[config.mk]
export PLATFORM = sky130hd
export DESIGN_NAME = snoop_response_ctrl_flat
export DESIGN_NICKNAME = d
export VERILOG_FILES = /design/src/rtl/snoop_response_ctrl_if.sv /design/src/rtl/snoop_response_ctrl.sv /design/src/flat_wrapper.sv
export SDC_FILE = /design/constraint.sdc
export NUM_CORES = 1
export LEC_CHECK = 0
export ABC_AREA = 0
export CAP_MARGIN = 15
export CORE_ASPECT_RATIO = 1.4
export CORE_MARGIN = 4
export CORE_UTILIZATION = 48
export DETAILED_ROUTE_END_ITERATION = 10
export PLACE_DENSITY = 0.77
export SLEW_MARGIN = 5
export SYNTH_ARGS = -nofsm -noshare
export SYNTH_HDL_FRONTEND = slang
export SYNTH_SLANG_ARGS = --single-unit
[constraint.sdc]
create_clock -name clk -period 4.41 [get_ports clk]
set_input_delay 0.882 -clock clk [delete_from_list [all_inputs] [get_ports clk]]
set_output_delay 0.882 -clock clk [all_outputs]
set_load 0.01 [all_outputs]
[src/rtl/snoop_response_ctrl_if.sv]
// Snoop response controller bus bundle: snoop intake, tag lookup,
// writeback, line-state update, result and status signals.
interface snoop_response_ctrl_if #(
  parameter int ADDRESS_SIZE = 32
);
  logic                    snp_valid;
  logic [2:0]              snp_op;
  logic [ADDRESS_SIZE-1:0] snp_addr;
  logic                    snp_ready;

  logic                    lkup_req;
  logic [ADDRESS_SIZE-1:0] lkup_addr;
  logic                    lkup_ack;
  logic                    lkup_hit;
  logic [1:0]              lkup_mesi;

  logic                    wb_req;
  logic [ADDRESS_SIZE-1:0] wb_addr;
  logic                    wb_ack;

  logic                    upd_valid;
  logic [ADDRESS_SIZE-1:0] upd_addr;
  logic [1:0]              upd_mesi;

  logic                    res_valid;
  logic [ADDRESS_SIZE-1:0] res_addr;
  logic [1:0]              res_result;

  logic                    err_proto;
  logic                    err_timeout;
  logic [15:0]             snoop_cnt;

  modport slave (
    input  snp_valid, snp_op, snp_addr,
    output snp_ready,
    output lkup_req, lkup_addr,
    input  lkup_ack, lkup_hit, lkup_mesi,
    output wb_req, wb_addr,
    input  wb_ack,
    output upd_valid, upd_addr, upd_mesi,
    output res_valid, res_addr, res_result,
    output err_proto, err_timeout, snoop_cnt
  );

  modport master (
    output snp_valid, snp_op, snp_addr,
    input  snp_ready,
    input  lkup_req, lkup_addr,
    output lkup_ack, lkup_hit, lkup_mesi,
    input  wb_req, wb_addr,
    output wb_ack,
    input  upd_valid, upd_addr, upd_mesi,
    input  res_valid, res_addr, res_result,
    input  err_proto, err_timeout, snoop_cnt
  );
endinterface

[src/rtl/snoop_response_ctrl.sv]
// Snoop response controller: looks up a snooped line, flushes modified
// data, updates the MESI state and reports HIT/HITM/NOHIT.
module snoop_response_ctrl #(
  parameter int ADDRESS_SIZE = 32,
  parameter int TIMEOUT      = 15
) (
  input  logic                 clk,
  input  logic                 rst_n,
  snoop_response_ctrl_if.slave bus
);

  localparam logic [2:0] OP_READ = 3'd1;
  localparam logic [2:0] OP_INV  = 3'd3;
  localparam logic [2:0] OP_RWIM = 3'd4;

  localparam logic [1:0] M_I = 2'd0;
  localparam logic [1:0] M_S = 2'd1;
  localparam logic [1:0] M_E = 2'd2;
  localparam logic [1:0] M_M = 2'd3;

  localparam logic [1:0] R_HIT   = 2'd0;
  localparam logic [1:0] R_HITM  = 2'd1;
  localparam logic [1:0] R_NOHIT = 2'd2;

  localparam logic [7:0] TMAX = 8'(TIMEOUT - 1);

  typedef enum logic [1:0] {
    IDLE,
    LOOKUP,
    WB,
    RESP
  } state_t;

  typedef struct packed {
    logic [1:0] res;
    logic       wb;
    logic       upd;
    logic [1:0] mesi;
    logic       perr;
  } dec_t;

  state_t                  state;
  logic [2:0]              op_q;
  logic [ADDRESS_SIZE-1:0] addr_q;
  logic [7:0]              tcnt;
  logic [1:0]              pend_mesi;
  dec_t                    lk_dec;
  logic                    is_lkup;

  function automatic dec_t decode(
    input logic [2:0] op,
    input logic       hit,
    input logic [1:0] mesi_in
  );
    dec_t       d;
    logic [1:0] st;
    st = hit ? mesi_in : M_I;
    d  = '{res: R_NOHIT, wb: 1'b0, upd: 1'b0,
           mesi: M_I, perr: 1'b0};
    unique case (1'b1)
      op == OP_READ: begin
        case (st)
          M_M: d = '{R_HITM, 1'b1, 1'b1, M_S, 1'b0};
          M_E: d = '{R_HIT, 1'b0, 1'b1, M_S, 1'b0};
          M_S: d = '{R_HIT, 1'b0, 1'b0, M_I, 1'b0};
          default: ;
        endcase
      end
      op == OP_RWIM: begin
        case (st)
          M_M: d = '{R_HITM, 1'b1, 1'b1, M_I, 1'b0};
          M_E,
          M_S: d = '{R_HIT, 1'b0, 1'b1, M_I, 1'b0};
          default: ;
        endcase
      end
      op == OP_INV: begin
        // Exclusive/modified lines must not see an INVALIDATE
        case (st)
          M_S: d = '{R_HIT, 1'b0, 1'b1, M_I, 1'b0};
          M_E,
          M_M: d.perr = 1'b1;
          default: ;
        endcase
      end
      default: ;
    endcase
    return d;
  endfunction

  assign lk_dec  = decode(op_q, bus.lkup_hit, bus.lkup_mesi);
  assign is_lkup = (bus.snp_op == OP_READ) ||
                   (bus.snp_op == OP_INV)  ||
                   (bus.snp_op == OP_RWIM);

  always_ff @(posedge clk or negedge rst_n) begin
    if (!rst_n) begin
      state           <= IDLE;
      op_q            <= '0;
      addr_q          <= '0;
      tcnt            <= '0;
      pend_mesi       <= M_I;
      bus.snp_ready   <= 1'b0;
      bus.lkup_req    <= 1'b0;
      bus.lkup_addr   <= '0;
      bus.wb_req      <= 1'b0;
      bus.wb_addr     <= '0;
      bus.upd_valid   <= 1'b0;
      bus.upd_addr    <= '0;
      bus.upd_mesi    <= M_I;
      bus.res_valid   <= 1'b0;
      bus.res_addr    <= '0;
      bus.res_result  <= R_NOHIT;
      bus.err_proto   <= 1'b0;
      bus.err_timeout <= 1'b0;
      bus.snoop_cnt   <= '0;
    end else begin
      unique case (state)
        IDLE: begin
          if (bus.snp_valid && bus.snp_ready) begin
            bus.snp_ready <= 1'b0;
            op_q          <= bus.snp_op;
            addr_q        <= bus.snp_addr;
            if (is_lkup) begin
              state         <= LOOKUP;
              tcnt          <= '0;
              bus.lkup_req  <= 1'b1;
              bus.lkup_addr <= bus.snp_addr;
            end else begin
              state          <= RESP;
              bus.res_valid  <= 1'b1;
              bus.res_addr   <= bus.snp_addr;
              bus.res_result <= R_NOHIT;
              bus.snoop_cnt  <= bus.snoop_cnt + 16'd1;
            end
          end else begin
            bus.snp_ready <= 1'b1;
          end
        end

        LOOKUP: begin
          // An ack in the expiry cycle still takes priority
          if (bus.lkup_ack) begin
            bus.lkup_req  <= 1'b0;
            bus.lkup_addr <= '0;
            pend_mesi     <= lk_dec.mesi;
            if (lk_dec.perr) begin
              bus.err_proto <= 1'b1;
            end
            if (lk_dec.wb) begin
              state       <= WB;
              bus.wb_req  <= 1'b1;
              bus.wb_addr <= addr_q;
            end else begin
              state          <= RESP;
              bus.res_valid  <= 1'b1;
              bus.res_addr   <= addr_q;
              bus.res_result <= lk_dec.res;
              bus.upd_valid  <= lk_dec.upd;
              bus.upd_addr   <= lk_dec.upd ? addr_q : '0;
              bus.upd_mesi   <= lk_dec.upd ? lk_dec.mesi : M_I;
              bus.snoop_cnt  <= bus.snoop_cnt + 16'd1;
            end
          end else if (tcnt == TMAX) begin
            state           <= RESP;
            bus.lkup_req    <= 1'b0;
            bus.lkup_addr   <= '0;
            bus.err_timeout <= 1'b1;
            bus.res_valid   <= 1'b1;
            bus.res_addr    <= addr_q;
            bus.res_result  <= R_NOHIT;
            bus.snoop_cnt   <= bus.snoop_cnt + 16'd1;
          end else begin
            tcnt <= tcnt + 8'd1;
          end
        end

        WB: begin
          // Only modified hits reach here, so the answer is always HITM
          if (bus.wb_ack) begin
            state          <= RESP;
            bus.wb_req     <= 1'b0;
            bus.wb_addr    <= '0;
            bus.res_valid  <= 1'b1;
            bus.res_addr   <= addr_q;
            bus.res_result <= R_HITM;
            bus.upd_valid  <= 1'b1;
            bus.upd_addr   <= addr_q;
            bus.upd_mesi   <= pend_mesi;
            bus.snoop_cnt  <= bus.snoop_cnt + 16'd1;
          end
        end

        RESP: begin
          state         <= IDLE;
          bus.res_valid <= 1'b0;
          bus.res_addr  <= '0;
          bus.upd_valid <= 1'b0;
          bus.upd_addr  <= '0;
          bus.upd_mesi  <= M_I;
          bus.snp_ready <= 1'b1;
        end
      endcase
    end
  end

endmodule

[src/flat_wrapper.sv]
// flat-port wrapper written by rule: the top's interface ports become plain ports
module snoop_response_ctrl_flat 
#(
  parameter int ADDRESS_SIZE = 32,
  parameter int TIMEOUT      = 15
)
  (clk, rst_n, bus_snp_valid, bus_snp_op, bus_snp_addr, bus_snp_ready, bus_lkup_req, bus_lkup_addr, bus_lkup_ack, bus_lkup_hit, bus_lkup_mesi, bus_wb_req, bus_wb_addr, bus_wb_ack, bus_upd_valid, bus_upd_addr, bus_upd_mesi, bus_res_valid, bus_res_addr, bus_res_result, bus_err_proto, bus_err_timeout, bus_snoop_cnt);
  snoop_response_ctrl_if #(.ADDRESS_SIZE(ADDRESS_SIZE)) bus_i ();
  input  logic clk;
  input  logic rst_n;
  input wire logic [$bits(bus_i.snp_valid)-1:0] bus_snp_valid;
  input wire logic [$bits(bus_i.snp_op)-1:0] bus_snp_op;
  input wire logic [$bits(bus_i.snp_addr)-1:0] bus_snp_addr;
  output wire logic [$bits(bus_i.snp_ready)-1:0] bus_snp_ready;
  output wire logic [$bits(bus_i.lkup_req)-1:0] bus_lkup_req;
  output wire logic [$bits(bus_i.lkup_addr)-1:0] bus_lkup_addr;
  input wire logic [$bits(bus_i.lkup_ack)-1:0] bus_lkup_ack;
  input wire logic [$bits(bus_i.lkup_hit)-1:0] bus_lkup_hit;
  input wire logic [$bits(bus_i.lkup_mesi)-1:0] bus_lkup_mesi;
  output wire logic [$bits(bus_i.wb_req)-1:0] bus_wb_req;
  output wire logic [$bits(bus_i.wb_addr)-1:0] bus_wb_addr;
  input wire logic [$bits(bus_i.wb_ack)-1:0] bus_wb_ack;
  output wire logic [$bits(bus_i.upd_valid)-1:0] bus_upd_valid;
  output wire logic [$bits(bus_i.upd_addr)-1:0] bus_upd_addr;
  output wire logic [$bits(bus_i.upd_mesi)-1:0] bus_upd_mesi;
  output wire logic [$bits(bus_i.res_valid)-1:0] bus_res_valid;
  output wire logic [$bits(bus_i.res_addr)-1:0] bus_res_addr;
  output wire logic [$bits(bus_i.res_result)-1:0] bus_res_result;
  output wire logic [$bits(bus_i.err_proto)-1:0] bus_err_proto;
  output wire logic [$bits(bus_i.err_timeout)-1:0] bus_err_timeout;
  output wire logic [$bits(bus_i.snoop_cnt)-1:0] bus_snoop_cnt;
  assign bus_i.snp_valid = bus_snp_valid;
  assign bus_i.snp_op = bus_snp_op;
  assign bus_i.snp_addr = bus_snp_addr;
  assign bus_snp_ready = bus_i.snp_ready;
  assign bus_lkup_req = bus_i.lkup_req;
  assign bus_lkup_addr = bus_i.lkup_addr;
  assign bus_i.lkup_ack = bus_lkup_ack;
  assign bus_i.lkup_hit = bus_lkup_hit;
  assign bus_i.lkup_mesi = bus_lkup_mesi;
  assign bus_wb_req = bus_i.wb_req;
  assign bus_wb_addr = bus_i.wb_addr;
  assign bus_i.wb_ack = bus_wb_ack;
  assign bus_upd_valid = bus_i.upd_valid;
  assign bus_upd_addr = bus_i.upd_addr;
  assign bus_upd_mesi = bus_i.upd_mesi;
  assign bus_res_valid = bus_i.res_valid;
  assign bus_res_addr = bus_i.res_addr;
  assign bus_res_result = bus_i.res_result;
  assign bus_err_proto = bus_i.err_proto;
  assign bus_err_timeout = bus_i.err_timeout;
  assign bus_snoop_cnt = bus_i.snoop_cnt;
  snoop_response_ctrl #(.ADDRESS_SIZE(ADDRESS_SIZE), .TIMEOUT(TIMEOUT)) u_core (.clk(clk), .rst_n(rst_n), .bus(bus_i));
endmodule
* Word-level counts from Yosys, hierarchy flattened
Cells that the tools add are included.
** Storage, ports and cells
- Logic and storage cells :: 146
- Register bits :: 202
- Bits of input ports :: 43
** Operators by class
- Reduce and logical (&&, ||, !) cells :: 22
- Add/subtract/negate cells :: 2
- Multiplexer cells :: 78
- Equality and inequality tests :: 24
- Bitwise logic cells :: 1
** Operators by type and width (number)
- $mux 32 :: 16
- $pmux 32 s2 :: 2
- $pmux 32 s4 :: 1
- $mux 16 :: 6
- $pmux 32 s3 :: 1
- $pmux 16 s3 :: 1
- $pmux 7 s3 :: 2
- $mux 2 :: 16
- $mux 8 :: 4
- $mux 1 :: 18
- $add 16x1->16 const B :: 1
- $pmux 8 s2 :: 1
- $pmux 7 s2 :: 1
- $ne 2x2->1 const B :: 6
- $pmux 2 s3 :: 2
- $reduce_and 4->1 :: 3
- $reduce_and 5->1 :: 2
- $reduce_and 3->1 :: 3
- $add 8x1->8 const B :: 1
- $eq 2x2->1 const B :: 4
- $eq 8x4->1 const B :: 1
- $pmux 2 s4 :: 1
- $eq 3x1->1 const B :: 2
- $eq 3x2->1 const B :: 2
- 18 further kinds :: 30

* Longest topological paths before layout
Gate-level depths: netlist (run 1).
- Word-level depth :: 9
- Mapped depth :: 10

* Worst setup path before layout (run 1)
OpenSTA, ideal clock, no wires.
- Kind :: input -> register
- Start point :: input bus_snp_op[1]
- End point :: register u_core.tcnt[7]
- Setup slack :: 2234 ps
- Setup time :: 78 ps
- Data required time :: 4332 ps
- Arrival time :: 2099 ps
- Stages on the path :: 5
- Cells stage by stage :: nor3b_1 -> o21ba_2 -> o221ai_2 -> or4_1 -> a21oi_1
** Between the ends
- Longest elaborated chain between the ends :: 5
- Elaborated cells between the ends (all ways) :: 7
- Those cells by class :: eq/ne (4); reduce/logical (3)
** RTL lines
- from (decl) :: line flat_wrapper.sv:12 : input wire logic [$bits(bus_i.snp_op)-1:0] bus_snp_op;
- $eq 3x1->1 / $eq 3x2->1 (equally long branches) :: line snoop_response_ctrl.sv:92, snoop_response_ctrl.sv:93
- $logic_or 1x1->1 :: line snoop_response_ctrl.sv:92 : assign is_lkup = (bus.snp_op == OP_READ) ||
- $logic_or 1x1->1 (*) :: line snoop_response_ctrl.sv:93 : (bus.snp_op == OP_INV) ||
- $ne 2x1->1 (no line) (*)
- $reduce_and 5->1 (no line) (*)
- to (signal assigned) :: line snoop_response_ctrl.sv:174 : tcnt <= tcnt + 8'd1;
- to (decl) :: line snoop_response_ctrl.sv:45 : logic [7:0] tcnt;
Mark *: on every way between the ends. The rest lies on a longest branch, timed or not.
A chain may end at the register's enable or synchronous reset.

* Final worst setup path (run 1)
- Start point :: register u_core.state[1]
- End point :: register u_core.bus.wb_addr[2]
** Between the ends
- Longest elaborated chain between the ends :: 3
- Elaborated cells between the ends (all ways) :: 8
- Those cells by class :: eq/ne (5); mux (1); reduce/logical (2)
** RTL lines
- from (decl) :: line snoop_response_ctrl.sv:42 : state_t state;
- from (signal assigned) :: line snoop_response_ctrl.sv:98 : state <= IDLE;
- from (signal assigned) :: line snoop_response_ctrl.sv:125 : state <= LOOKUP;
- from (signal assigned) :: line snoop_response_ctrl.sv:130 : state <= RESP;
- $eq 2x1->1 / $eq 2x2->1 (equally long branches) :: line snoop_response_ctrl.sv:118 : unique case (state)
- $ne 2x1->1 (no line), or another cell as far along
- $reduce_and 4->1 (no line)
- to (signal assigned) :: line snoop_response_ctrl.sv:153 : bus.wb_addr <= addr_q;
- to (decl) :: line snoop_response_ctrl_if.sv:38 : output wb_req, wb_addr,
Parallel ways exist; a longest one is shown, timed or not.

==> results of run 1 <==
where the power goes:
part	switching [µW]	internal (µW)	leakage [µW]	total, µW
clock	719	927	0.000303	1650
sequential	537	2590	0.00254	3130
combinational	2460	2020	0.00228	4480
total	3710	5540	0.00512	9260
worst max path at each step:
stage	startpoint	endpoint	slack [ps]	depth (start not counted)
finish	u_core.state[1]$_DFFE_PN0P_	u_core.bus.wb_addr[2]$_DFFE_PN0P_	1500	7
detailed placement	bus_lkup_mesi[1]	u_core.bus.upd_addr[12]$_DFFE_PN0P_	1150	6
global placement	bus_lkup_mesi[1]	u_core.bus.upd_addr[9]$_DFFE_PN0P_	1180	6
global route	u_core.state[1]$_DFFE_PN0P_	u_core.bus.wb_addr[1]$_DFFE_PN0P_	1310	7
CTS	u_core.state[1]$_DFFE_PN0P_	u_core.bus.wb_addr[2]$_DFFE_PN0P_	1500	7
floorplan	bus_snp_op[1]	u_core.tcnt[7]$_DFFE_PN0P_	2230	5
through the flow:
step / util (%) / instance area, µm²
2_1_floorplan: - / 8730
3_3_place_gp: 60.3 / 10800
3_5_place_dp: 60.3 / 10800
4_1_cts: 63.8 / 11400
5_1_grt: 63.8 / 11400
6_report: 63.8 / 11400
Yosys cell counts, types with 2 or more instances:
master	count	share of area [%]
a21o_1	3	0.26
a21oi_1	70	4.0
a22o_1	32	3.2
a22oi_1	4	0.34
a2bb2oi_1	2	0.20
and2_1	2	0.14
and3_1	34	2.4
and4_1	4	0.40
buf_2	11	0.63
buf_4	5	0.43
buf_6	10	1.3
clkbuf_1	28	1.2
dfrtp_1	199	57
ha_1	7	1.0
inv_1	12	0.52
mux2_2	39	5.0
nand2_1	107	4.6
nand2b_1	33	2.4
nand3_1	16	0.92
nand4_1	40	2.9
nor2_1	45	1.9
nor2b_1	4	0.29
nor3_1	2	0.11
o211ai_1	3	0.26
o21ai_0	15	0.86
o21ai_1	28	1.6
o21ai_2	7	0.70
or3_1	3	0.22
xnor2_1	14	1.4
layout make-up:
type                            instances  area share, %
Inverter                               13          0.427
Clock inverter                         13           1.63
Timing Repair Buffer                  209           18.0
Sequential cell                       200           43.8
Multi-Input combinational cell        542           29.6
Clock buffer                           19           3.87
Tap cell                              240           2.63
sequential cells by signal, indices dropped and copies added, names as in the netlist:
name / cells
u_core.addr_q: 32
u_core.bus.lkup_addr: 32
u_core.bus.res_addr: 32
u_core.bus.upd_addr: 32
u_core.bus.wb_addr: 32
u_core.bus.snoop_cnt: 16
u_core.tcnt: 8
u_core.op_q: 3
u_core.bus.res_result: 2
u_core.state: 2
u_core.bus.err_proto: 1
u_core.bus.err_timeout: 1
u_core.bus.lkup_req: 1
u_core.bus.res_valid: 1
u_core.bus.snp_ready: 1
u_core.bus.upd_mesi: 1
u_core.bus.upd_valid: 1
u_core.bus.wb_req: 1
u_core.pend_mesi: 1
layer usage:
metal | vias up | routed length [µm] | part of all wire (%)
met5 | - | 0 | 0
met4 | 0 | 696 | 2.9
met3 | 39 | 1250 | 5.3
met2 | 228 | 12400 | 52
met1 | 3501 | 9320 | 39
li1 | 3202 | - | -
worst max-delay path: stages, from the launching register on:
cell and delay [ps]:
dfrtp_1 420, inv_1 140, ha_1 460, inv_2 450, a31oi_1 380, or3_4 680, nand2_1 140, o21ai_1 110
kinds of logic (layout without fill, tap and decap cells):
| logic type | after synthesis | after routing |
|---|---|---|
| simple gates | 301 | 301 |
| flops | 200 | 200 |
| compound gates | 178 | 178 |
| buf+inv | 67 | 254 |
| mux | 39 | 39 |
| xor+xnor | 16 | 16 |
| fa+ha+maj | 7 | 7 |
| other cells | 1 | 1 |
==> flow_summary.rst, run 1 <==
.. list-table::
   :header-rows: 1

   * - Metric
     - Value
   * - Count of clock tree sinks
     - 200
   * - I/O pins
     - 198
   * - # fillers
     - 1,472
   * - Reg2Reg Depth
     - 7
   * - Std-Cell Core Area
     - 17,900 µm²
   * - Most common library cell in the layout ignoring fill and taps
     - dfrtp_1
   * - Count of endpoints failing setup in the final report
     - 0
   * - Power density cells
     - 809 nW/µm²
   * - CTS tree
     - built
   * - Sequential cell area
     - 5010 µm²
   * - Number of flops mapped to enable cells by yosys
     - 0
   * - Clk_lat worst skew
     - 430 ps
   * - GRT met1 Usage
     - 29.5%
   * - Maximum clock skew at final layout
     - 9.04 ps
   * - GR peak layer
     - met2
   * - Hold Crit Class
     - reg -> reg
   * - Global router's overall resource usage
     - 23.8%
   * - Die Y
     - 168 µm
   * - Measured slew at the worst slew-check pin
     - 927 ps
   * - Arithmetic-cell share of the synthesized area counting full adders, half adders and majority gates
     - 1.00%
   * - Die X-Extent
     - 122 µm
   * - Fraction of final layout cells sized beyond drive strength 1
     - 10.6%
   * - Setup repair bufs after CTS
     - 0
   * - Hold-fix buffer count after cts
     - 0
   * - Wire length after detailed routing
     - 23,700 µm
   * - Weighted congestion reported at the end of routability-driven placement
     - 0.846
   * - Total of max-cap violations
     - 0
   * - Drt via density
     - 5.64
   * - Routing usage on met3
     - 4.49%
   * - Multiplexer share of the synthesized area
     - 5.03%
   * - Detailed-route DRC error count
     - 0
   * - Routed length per placed instance
     - 19.1 µm
   * - Worst IR Drop VDD
     - 0.474 mV
   * - Mean instance size in the synthesized netlist
     - 10.8 µm²
   * - Final total negative setup slack
     - 0 ps
   * - Startpoint of the worst register-to-register path
     - u_core.state[1]$_DFFE_PN0P_
   * - Maximum number of pins on one net before global-route repair
     - 107
   * - Via count of the first global-routing pass
     - 7,016
   * - Critical path startpoint category
     - register
   * - Met2 usage
     - 40.8%
   * - DRC violation total after the first TritonRoute iteration
     - 515
   * - Most used cells in the layout excluding fill and tap cells
     - dfrtp_1, clkdlybuf4s50_1, nand2_1
   * - Antenna viol nets, final
     - 0
   * - Worst path setup slack after routing
     - 1500 ps
   * - PnR Total Power
     - 9260 µW
   * - Maximum number of buffers from clock root to sink
     - 2
   * - WHS
     - 467 ps
   * - Global-route wire length before repair
     - 38,200 µm
   * - Congestion Overflow GR
     - 0
   * - Buffers added on ports
     - 196
   * - Synth async-reset ratio
     - 100%
   * - DIE AREA
     - 20,400 µm²
   * - Count of TritonRoute iterations in the first routing pass
     - 5
   * - Placement Rows
     - 58
   * - Final cycle utilization of the critical path
     - 65.9%
   * - Share of the synthesized netlist area taken by xor and xnor gates
     - 1.69%
   * - RSZ-0062 raised after global routing
     - false
   * - Worst-case setup slack after placement
     - 1150 ps
   * - Fin. Hold Viols
     - 0
   * - Number of antenna diodes
     - 0
   * - Initial cell density of the core
     - 48.7%
   * - Area of the mapped netlist
     - 8730 µm²
   * - Number of antenna violations at the first check in global routing
     - 0
   * - Data arrival time at the worst-slack endpoint
     - 3250 ps
   * - Number of stages on the worst hold path
     - 2
   * - Flop and latch count out of synthesis
     - 200
   * - CTS HTree Levels
     - 4
   * - Cts bufs inserted
     - 17
   * - Area overhead of the layout relative to synthesis
     - 31.0%
   * - Worst relative slew slack
     - 38.1%
   * - Worst-case hold path end point
     - u_core.bus.lkup_addr[22]$_DFFE_PN0P_
   * - Combinational family with the most area after synthesis
     - simple AND/OR/NAND/NOR gates
   * - Footprint of the multi-input gates
     - 3390 µm²
   * - Crit Path Class
     - reg -> reg
   * - Final instance count without filler cells
     - 1,236
   * - Master cell of the clock root buffer
     - clkbuf_16
   * - Inst Count DP
     - 1,204
   * - Critical hold path startpoint
     - u_core.bus.lkup_addr[22]$_DFFE_PN0P_
   * - Upper clock frequency limit
     - 344 MHz
   * - Flop2flop setup slack
     - 1500 ps
   * - Tmin final
     - 2910 ps
   * - Required time of the critical path
     - 4760 ps
   * - NumNets Final
     - 1,033
   * - Static leakage
     - 0.00512 µW
   * - Compound-gate portion of the synthesized area
     - 13.3%
   * - Number of standard cells after synthesis
     - 809
   * - Part of the Yosys area used for sequential elements
     - 57.4%
   * - Post-Synth Simple-Gate Area
     - 17.5%
   * - Final HPWL from detailed placement
     - 15,800 µm
   * - Synth warn
     - 0
   * - Run status
     - completed
   * - Reg-to-Reg End
     - u_core.bus.wb_addr[2]$_DFFE_PN0P_
   * - Dominant register cell in the synthesized netlist
     - dfrtp_1
   * - Library cells used by synthesis
     - 59
   * - Element type at the critical path end
     - register
   * - Syn nets
     - 859
   * - Max Slew Vio Count
     - 0
   * - Vias
     - 6,970
   * - CTS-repair resized insts
     - 0
   * - Maximum fanout along the worst path
     - 66
   * - Worst-path clk slew
     - 70 ps
(Power assumes the default switching activity.)
==> run 2: changes to the inputs <==
==> constraint.sdc (replaced) <==
create_clock -name clk -period 3 [get_ports clk]
set_input_delay 0.6 -clock clk [delete_from_list [all_inputs] [get_ports clk]]
set_output_delay 0.6 -clock clk [all_outputs]
set_load 0.01 [all_outputs]
==> run 2 against run 1 <==
Effect of this change:
- worst hold slack worse by 270 ps
- critical path type unchanged
- highest routed layer unchanged
- non-clock buffer count up 8
- clock skew up 1.6 ps
==> flow_summary.rst, run 2 (synthesis results as in run 1) <==
.. list-table::
   :header-rows: 1

   * - Metric
     - Value
   * - Run status
     - completed (unchanged)
   * - Most used cells in the layout excluding fill and tap cells
     - dfrtp_1, clkdlybuf4s50_1, nand2_1 (unchanged)
   * - Crit Path Class
     - reg -> reg (unchanged)
   * - Reg2Reg Depth
     - 6 (was 7)
   * - I/O pins
     - 198 (unchanged)
   * - Fin. Hold Viols
     - 0 (unchanged)
   * - Worst-path clk slew
     - 70 ps (about the same)
   * - Hold-fix buffer count after cts
     - 0 (unchanged)
   * - Worst IR Drop VDD
     - 0.652 mV (was 0.474 mV)
   * - GRT met1 Usage
     - 30.1% (was 29.5%)
   * - Setup repair bufs after CTS
     - 0 (unchanged)
   * - NumNets Final
     - 1,041 (was 1,033)
   * - Drt via density
     - 5.51 (was 5.64)
   * - Startpoint of the worst register-to-register path
     - u_core.state[1]$_DFFE_PN0P_ (unchanged)
   * - Count of clock tree sinks
     - 200 (unchanged)
   * - Reg-to-Reg End
     - u_core.bus.wb_addr[7]$_DFFE_PN0P_ (was u_core.bus.wb_addr[2]$_DFFE_PN0P_)
   * - Std-Cell Core Area
     - 17,900 µm² (unchanged)
   * - Data arrival time at the worst-slack endpoint
     - 2650 ps (was 3250 ps)
   * - Total of max-cap violations
     - 0 (unchanged)
   * - WHS
     - 196 ps (was 467 ps)
   * - Flop2flop setup slack
     - 620 ps (was 1500 ps)
   * - Max Slew Vio Count
     - 0 (unchanged)
   * - GR peak layer
     - met2 (unchanged)
   * - Power density cells
     - 1190 nW/µm² (was 809 nW/µm²)
   * - DIE AREA
     - 20,400 µm² (unchanged)
   * - Fraction of final layout cells sized beyond drive strength 1
     - 11.3% (was 10.6%)
   * - CTS HTree Levels
     - 4 (unchanged)
   * - Maximum fanout along the worst path
     - 66 (unchanged)
   * - Met2 usage
     - 41.9% (was 40.8%)
   * - CTS tree
     - built (unchanged)
   * - Placement Rows
     - 58 (unchanged)
   * - Number of antenna diodes
     - 0 (unchanged)
   * - Required time of the critical path
     - 3270 ps (was 4760 ps)
   * - Global-route wire length before repair
     - 38,900 µm (was 38,200 µm)
   * - Measured slew at the worst slew-check pin
     - 754 ps (was 927 ps)
   * - Maximum number of buffers from clock root to sink
     - 2 (unchanged)
   * - Die Y
     - 168 µm (unchanged)
   * - Weighted congestion reported at the end of routability-driven placement
     - 0.809 (was 0.846)
   * - Antenna viol nets, final
     - 0 (unchanged)
   * - Clk_lat worst skew
     - 430 ps (about the same)
   * - Maximum number of pins on one net before global-route repair
     - 72 (was 107)
   * - Via count of the first global-routing pass
     - 6,963 (was 7,016)
   * - Routing usage on met3
     - 4.83% (was 4.49%)
   * - Area overhead of the layout relative to synthesis
     - 32.2% (was 31.0%)
   * - CTS-repair resized insts
     - 0 (unchanged)
   * - Routed length per placed instance
     - 19.5 µm (was 19.1 µm)
   * - Static leakage
     - 0.00518 µW (was 0.00512 µW)
   * - Global router's overall resource usage
     - 24.3% (was 23.8%)
   * - Tmin final
     - 2380 ps (was 2910 ps)
   * - Final HPWL from detailed placement
     - 16,300 µm (was 15,800 µm)
   * - Number of antenna violations at the first check in global routing
     - 1 (was 0)
   * - Most common library cell in the layout ignoring fill and taps
     - dfrtp_1 (unchanged)
   * - Final cycle utilization of the critical path
     - 79.3% (was 65.9%)
   * - Critical path startpoint category
     - register (unchanged)
   * - Vias
     - 6,854 (was 6,970)
   * - Detailed-route DRC error count
     - 0 (unchanged)
   * - DRC violation total after the first TritonRoute iteration
     - 459 (was 515)
   * - Buffers added on ports
     - 196 (unchanged)
   * - Master cell of the clock root buffer
     - clkbuf_16 (unchanged)
   * - Worst relative slew slack
     - 49.7% (was 38.1%)
   * - Wire length after detailed routing
     - 24,300 µm (was 23,700 µm)
   * - Post-route core utilization
     - 64.4% (was 63.8%)
   * - Upper clock frequency limit
     - 420 MHz (was 344 MHz)
   * - Count of endpoints failing setup in the final report
     - 0 (unchanged)
   * - Final total negative setup slack
     - 0 ps (unchanged)
   * - Element type at the critical path end
     - register (unchanged)
   * - Hold Crit Class
     - in -> async (was reg -> reg)
   * - Cts bufs inserted
     - 17 (unchanged)
   * - Congestion Overflow GR
     - 0 (unchanged)
   * - Initial cell density of the core
     - 48.7% (unchanged)
   * - RSZ-0062 raised after global routing
     - false (unchanged)
   * - Count of TritonRoute iterations in the first routing pass
     - 4 (was 5)
   * - Maximum clock skew at final layout
     - 10.7 ps (was 9.04 ps)
   * - Die X-Extent
     - 122 µm (unchanged)
[run 2: cell count changes in the layout (fill, tap and decap cells not counted), sizes merged]
cell,delta
buf,+8
inv,+3
clkinv,-2
clkbuf,-1
clkinvlp,-1
[run 2: critical path: stages (launching register included)]
cell	delay, ps
dfrtp_1	420
inv_1	130
ha_1	450
inv_2	120
a31oi_1	230
or3_4	620
o21ai_1	180
[run 2: routing by layer]
layer  vias to the layer above  wire length (µm)
met2                       190             12900
met3                        31              1280
met5                         -                 0
li1                       3218                 -
met1                      3415              9490
met4                         0               627
[run 2: report_power, final]
part	switching (µW)	leakage, µW	total [µW]	internal (µW)
clock	1050	0.000301	2390	1340
sequential	790	0.00254	4600	3810
combinational	3660	0.00234	6770	3100
[run 2: layout make-up]
class / instances / area (µm²)
multi-input cells: 542 / 3390
repair buffers: 217 / 2190
clock buffers: 18 / 429
inverters: 13 / 48.8
clock inverters: 13 / 181
well taps: 240 / 300
flip-flops and latches: 200 / 5010
fillers: 1495 / 6380
[run 2: metrics by stage]
step                instance area [µm²]  setup slack [ps]  instances  power (µW)
finish                            11500               620       1243       13800
CTS                               11500               619       1243       13900
global route                      11500               393       1243       14700
global placement                  10900               377       1212       11200
detailed placement                10900               356       1212       11500
floorplan                          8730               996        809        8560
[run 2: worst max path at each step]
stage,from,to,slack (ps)
floorplan,u_core.state[1]$_DFFE_PN0P_,u_core.tcnt[7]$_DFFE_PN0P_,1000
global placement,bus_lkup_mesi[1],u_core.bus.upd_addr[8]$_DFFE_PN0P_,380
detailed placement,bus_lkup_mesi[1],u_core.bus.upd_addr[2]$_DFFE_PN0P_,360
CTS,u_core.state[1]$_DFFE_PN0P_,u_core.bus.wb_addr[7]$_DFFE_PN0P_,620
global route,u_core.state[1]$_DFFE_PN0P_,u_core.bus.wb_addr[7]$_DFFE_PN0P_,390
finish,u_core.state[1]$_DFFE_PN0P_,u_core.bus.wb_addr[7]$_DFFE_PN0P_,620
==> run 3: changes to the inputs <==
==> constraint.sdc (replaced) <==
create_clock -name clk -period 2.35 [get_ports clk]
set_input_delay 0.47 -clock clk [delete_from_list [all_inputs] [get_ports clk]]
set_output_delay 0.47 -clock clk [all_outputs]
set_load 0.01 [all_outputs]
==> run 3 against run 2 <==
Effect of this change:
- sequential share of layout area down 0.52 points
- first-iteration DRC count is 0.65% higher
- largest cell class unchanged
- total power increased by 29%
==> flow_summary.rst, run 3 (synthesis results as in run 1) <==
.. list-table::
   :header-rows: 1

   * - Metric
     - Value
   * - Run status
     - completed (unchanged)
   * - Reg2Reg Depth
     - 7 (was 6)
   * - Flop2flop setup slack
     - 130 ps (was 620 ps)
   * - Detailed-route DRC error count
     - 0 (unchanged)
   * - Placement Rows
     - 58 (unchanged)
   * - Setup repair bufs after CTS
     - 0 (unchanged)
   * - Maximum clock skew at final layout
     - 9.82 ps (was 10.7 ps)
   * - Count of endpoints failing setup in the final report
     - 0 (unchanged)
   * - Wire length after detailed routing
     - 24,200 µm (was 24,300 µm)
   * - CTS HTree Levels
     - 4 (unchanged)
   * - Worst IR Drop VDD
     - 0.824 mV (was 0.652 mV)
   * - Worst relative slew slack
     - 64.6% (was 49.7%)
   * - Maximum fanout along the worst path
     - 11 (was 66)
   * - Final cycle utilization of the critical path
     - 94.5% (was 79.3%)
   * - Most repeated library cell on the critical path
     - inv_1
   * - Power density cells
     - 1520 nW/µm² (was 1190 nW/µm²)
   * - Via count of the first global-routing pass
     - 7,086 (was 6,963)
   * - Cts bufs inserted
     - 17 (unchanged)
   * - Drt via density
     - 5.54 (was 5.51)
   * - Switching component of the power
     - 7050 µW (was 5510 µW)
   * - Relative contribution of sequential cells to total power
     - 33.1% (was 33.4%)
   * - Total of max-cap violations
     - 0 (unchanged)
   * - Power share of the clock group
     - 15.6% (was 17.4%)
   * - Combinational share of power
     - 51.3% (was 49.2%)
   * - Count of clock tree sinks
     - 200 (unchanged)
   * - Buffers added on ports
     - 196 (unchanged)
   * - Count of TritonRoute iterations in the first routing pass
     - 8 (was 4)
   * - Initial cell density of the core
     - 48.7% (unchanged)
   * - Most used cells in the layout excluding fill and tap cells
     - dfrtp_1, clkdlybuf4s50_1, nand2_1 (unchanged)
   * - Worst path cell trace
     - inv_1, ha_2, inv_1, nor2_2, o221ai_2, or4_1, a21oi_1 (was inv_1, ha_1, inv_2, a31oi_1, or3_4, o21ai_1)
   * - Area overhead of the layout relative to synthesis
     - 33.8% (was 32.2%)
   * - Number of antenna diodes
     - 0 (unchanged)
   * - Net switching share of the total power
     - 39.8% (was 40.0%)
   * - Max stage delay on crit path
     - 480 ps (was 620 ps)
   * - Element type at the critical path end
     - register (unchanged)
   * - Most common library cell in the layout ignoring fill and taps
     - dfrtp_1 (unchanged)
   * - Startpoint of the worst register-to-register path
     - u_core.state[1]$_DFFE_PN0P_ (unchanged)
   * - DIE AREA
     - 20,400 µm² (unchanged)
   * - Reg-to-Reg End
     - u_core.tcnt[7]$_DFFE_PN0P_ (was u_core.bus.wb_addr[7]$_DFFE_PN0P_)
   * - Static leakage
     - 0.00525 µW (was 0.00518 µW)
   * - I/O pins
     - 198 (unchanged)
   * - Number of stages on the worst hold path
     - 2
   * - Final HPWL from detailed placement
     - 16,700 µm (was 16,300 µm)
   * - Required time of the critical path
     - 2710 ps (was 3270 ps)
   * - Die Y
     - 168 µm (unchanged)
   * - Congestion Overflow GR
     - 0 (unchanged)
   * - Internal power contribution
     - 10,700 µW (was 8250 µW)
   * - Number of antenna violations at the first check in global routing
     - 0 (was 1)
   * - Hold Crit Class
     - reg -> reg (was in -> async)
   * - Global-route wire length before repair
     - 39,100 µm (was 38,900 µm)
   * - Die X-Extent
     - 122 µm (unchanged)
   * - Antenna viol nets, final
     - 0 (unchanged)
   * - Weighted congestion reported at the end of routability-driven placement
     - 0.843 (was 0.809)
   * - Critical path startpoint category
     - register (unchanged)
   * - Fin. Hold Viols
     - 0 (unchanged)
   * - DRC violation total after the first TritonRoute iteration
     - 462 (was 459)
   * - Fraction of final layout cells sized beyond drive strength 1
     - 12.5% (was 11.3%)
   * - NumNets Final
     - 1,057 (was 1,041)
   * - Std-Cell Core Area
     - 17,900 µm² (unchanged)
   * - Finished Cell Area
     - 11,700 µm² (was 11,500 µm²)
   * - Clk_lat worst skew
     - 430 ps (about the same)
   * - Global router's overall resource usage
     - 24.5% (was 24.3%)
   * - Maximum number of buffers from clock root to sink
     - 2 (unchanged)
   * - Max Slew Vio Count
     - 0 (unchanged)
   * - Data arrival time at the worst-slack endpoint
     - 2580 ps (was 2650 ps)
   * - Maximum number of pins on one net before global-route repair
     - 63 (was 72)
   * - RSZ-0062 raised after global routing
     - false (unchanged)
   * - Routed length per placed instance
     - 19.2 µm (was 19.5 µm)
   * - Vias
     - 6,983 (was 6,854)
   * - CTS tree
     - built (unchanged)
   * - Crit Path Class
     - reg -> reg (unchanged)
   * - Measured slew at the worst slew-check pin
     - 529 ps (was 754 ps)
   * - Worst-case hold path end point
     - u_core.bus.lkup_addr[25]$_DFFE_PN0P_
   * - Master cell of the clock root buffer
     - clkbuf_16 (unchanged)
   * - Tmin final
     - 2220 ps (was 2380 ps)
   * - Post-detailed-placement cell area
     - 11,100 µm² (was 10,900 µm²)
   * - Worst-path clk slew
     - 70 ps (about the same)
   * - # fillers
     - 1,438 (was 1,495)
   * - Critical hold path startpoint
     - u_core.bus.lkup_addr[25]$_DFFE_PN0P_
   * - Upper clock frequency limit
     - 450 MHz (was 420 MHz)
   * - Critical Path Slowest Stage Cell
     - or4_1 (was or3_4)
   * - Post-route core utilization
     - 65.2% (was 64.4%)
run 3: changes by cell type in the layout (fill, tap and decap cells not counted), moves of 3 or more:
cell / change
buf_4: +9
buf_12: +6
inv_8: -3
clkbuf_1: +3
run 3: area by class of cell:
class                   instances  area, µm²  area share, %
well taps                     240        300           2.57
clock inverters                10       95.1          0.814
multi-input cells             542       3390           29.0
flip-flops and latches        200       5010           42.9
inverters                      13       48.8          0.418
repair buffers                233       2380           20.4
clock buffers                  22        454           3.89
run 3: power groups by stage:
stage / Sequential [µW] / Combinational [µW] / Clock [µW]
floorplan: 6160 / 4770 / 0
global placement: 5850 / 8900 / 0
detailed placement: 5890 / 9140 / 0
CTS: 5840 / 9170 / 2830
global route: 6030 / 9890 / 2970
finish: 5850 / 9090 / 2770
run 3: metal layers:
layer / routed length (µm) / global-route usage, % / vias up / share of wire (%)
li1: - / - / 3251 / -
met1: 9330 / 29.2 / 3455 / 38
met2: 12700 / 42.5 / 225 / 52
met3: 1350 / 4.73 / 52 / 5.6
met4: 847 / 11.1 / 0 / 3.5
met5: 0 / 0 / - / 0
run 3: per-stage QoR:
step | setup WS, ps | instances | TNS [ps] | hold slack, ps | total power [µW]
3_5_place_dp | -114 | 1227 | -2550 | 448 | 15000
5_1_grt | 5.91 | 1260 | 0 | 490 | 18900
6_report | 129 | 1260 | 0 | 465 | 17700
2_1_floorplan | 346 | 809 | 0 | 174 | 10900
3_3_place_gp | -61.2 | 1227 | -1650 | 440 | 14700
4_1_cts | 59.8 | 1260 | 0 | 470 | 17800
run 3: worst max path at each step:
stage | startpoint | to | cells after the start
2_1_floorplan | u_core.state[1]$_DFFE_PN0P_ | u_core.tcnt[7]$_DFFE_PN0P_ | 8
3_3_place_gp | bus_lkup_mesi[1] | u_core.bus.upd_addr[17]$_DFFE_PN0P_ | 7
3_5_place_dp | bus_lkup_mesi[1] | u_core.bus.upd_addr[11]$_DFFE_PN0P_ | 7
4_1_cts | u_core.state[1]$_DFFE_PN0P_ | u_core.tcnt[7]$_DFFE_PN0P_ | 7
5_1_grt | u_core.state[1]$_DFFE_PN0P_ | u_core.tcnt[4]$_DFFE_PN0P_ | 8
6_report | u_core.state[1]$_DFFE_PN0P_ | u_core.tcnt[7]$_DFFE_PN0P_ | 7
run 3: timing repair:
item | CTS | global route
endpoints found under the hold margin | 43 | 0
endpoints found under the setup margin | 0 | 2
resized for setup | 0 | 1
hold buffers | 1 | 0
run 3: worst max-delay path, delay by kind of cell, from the launching register on:
family                   cells  cell delay, ps
AO/OA/AOI/OAI                2             310
adder cells (fa/ha/maj)      1             340
buffers and inverters        2             320
flip-flops                   1             420
AND/OR/NAND/NOR              2             750
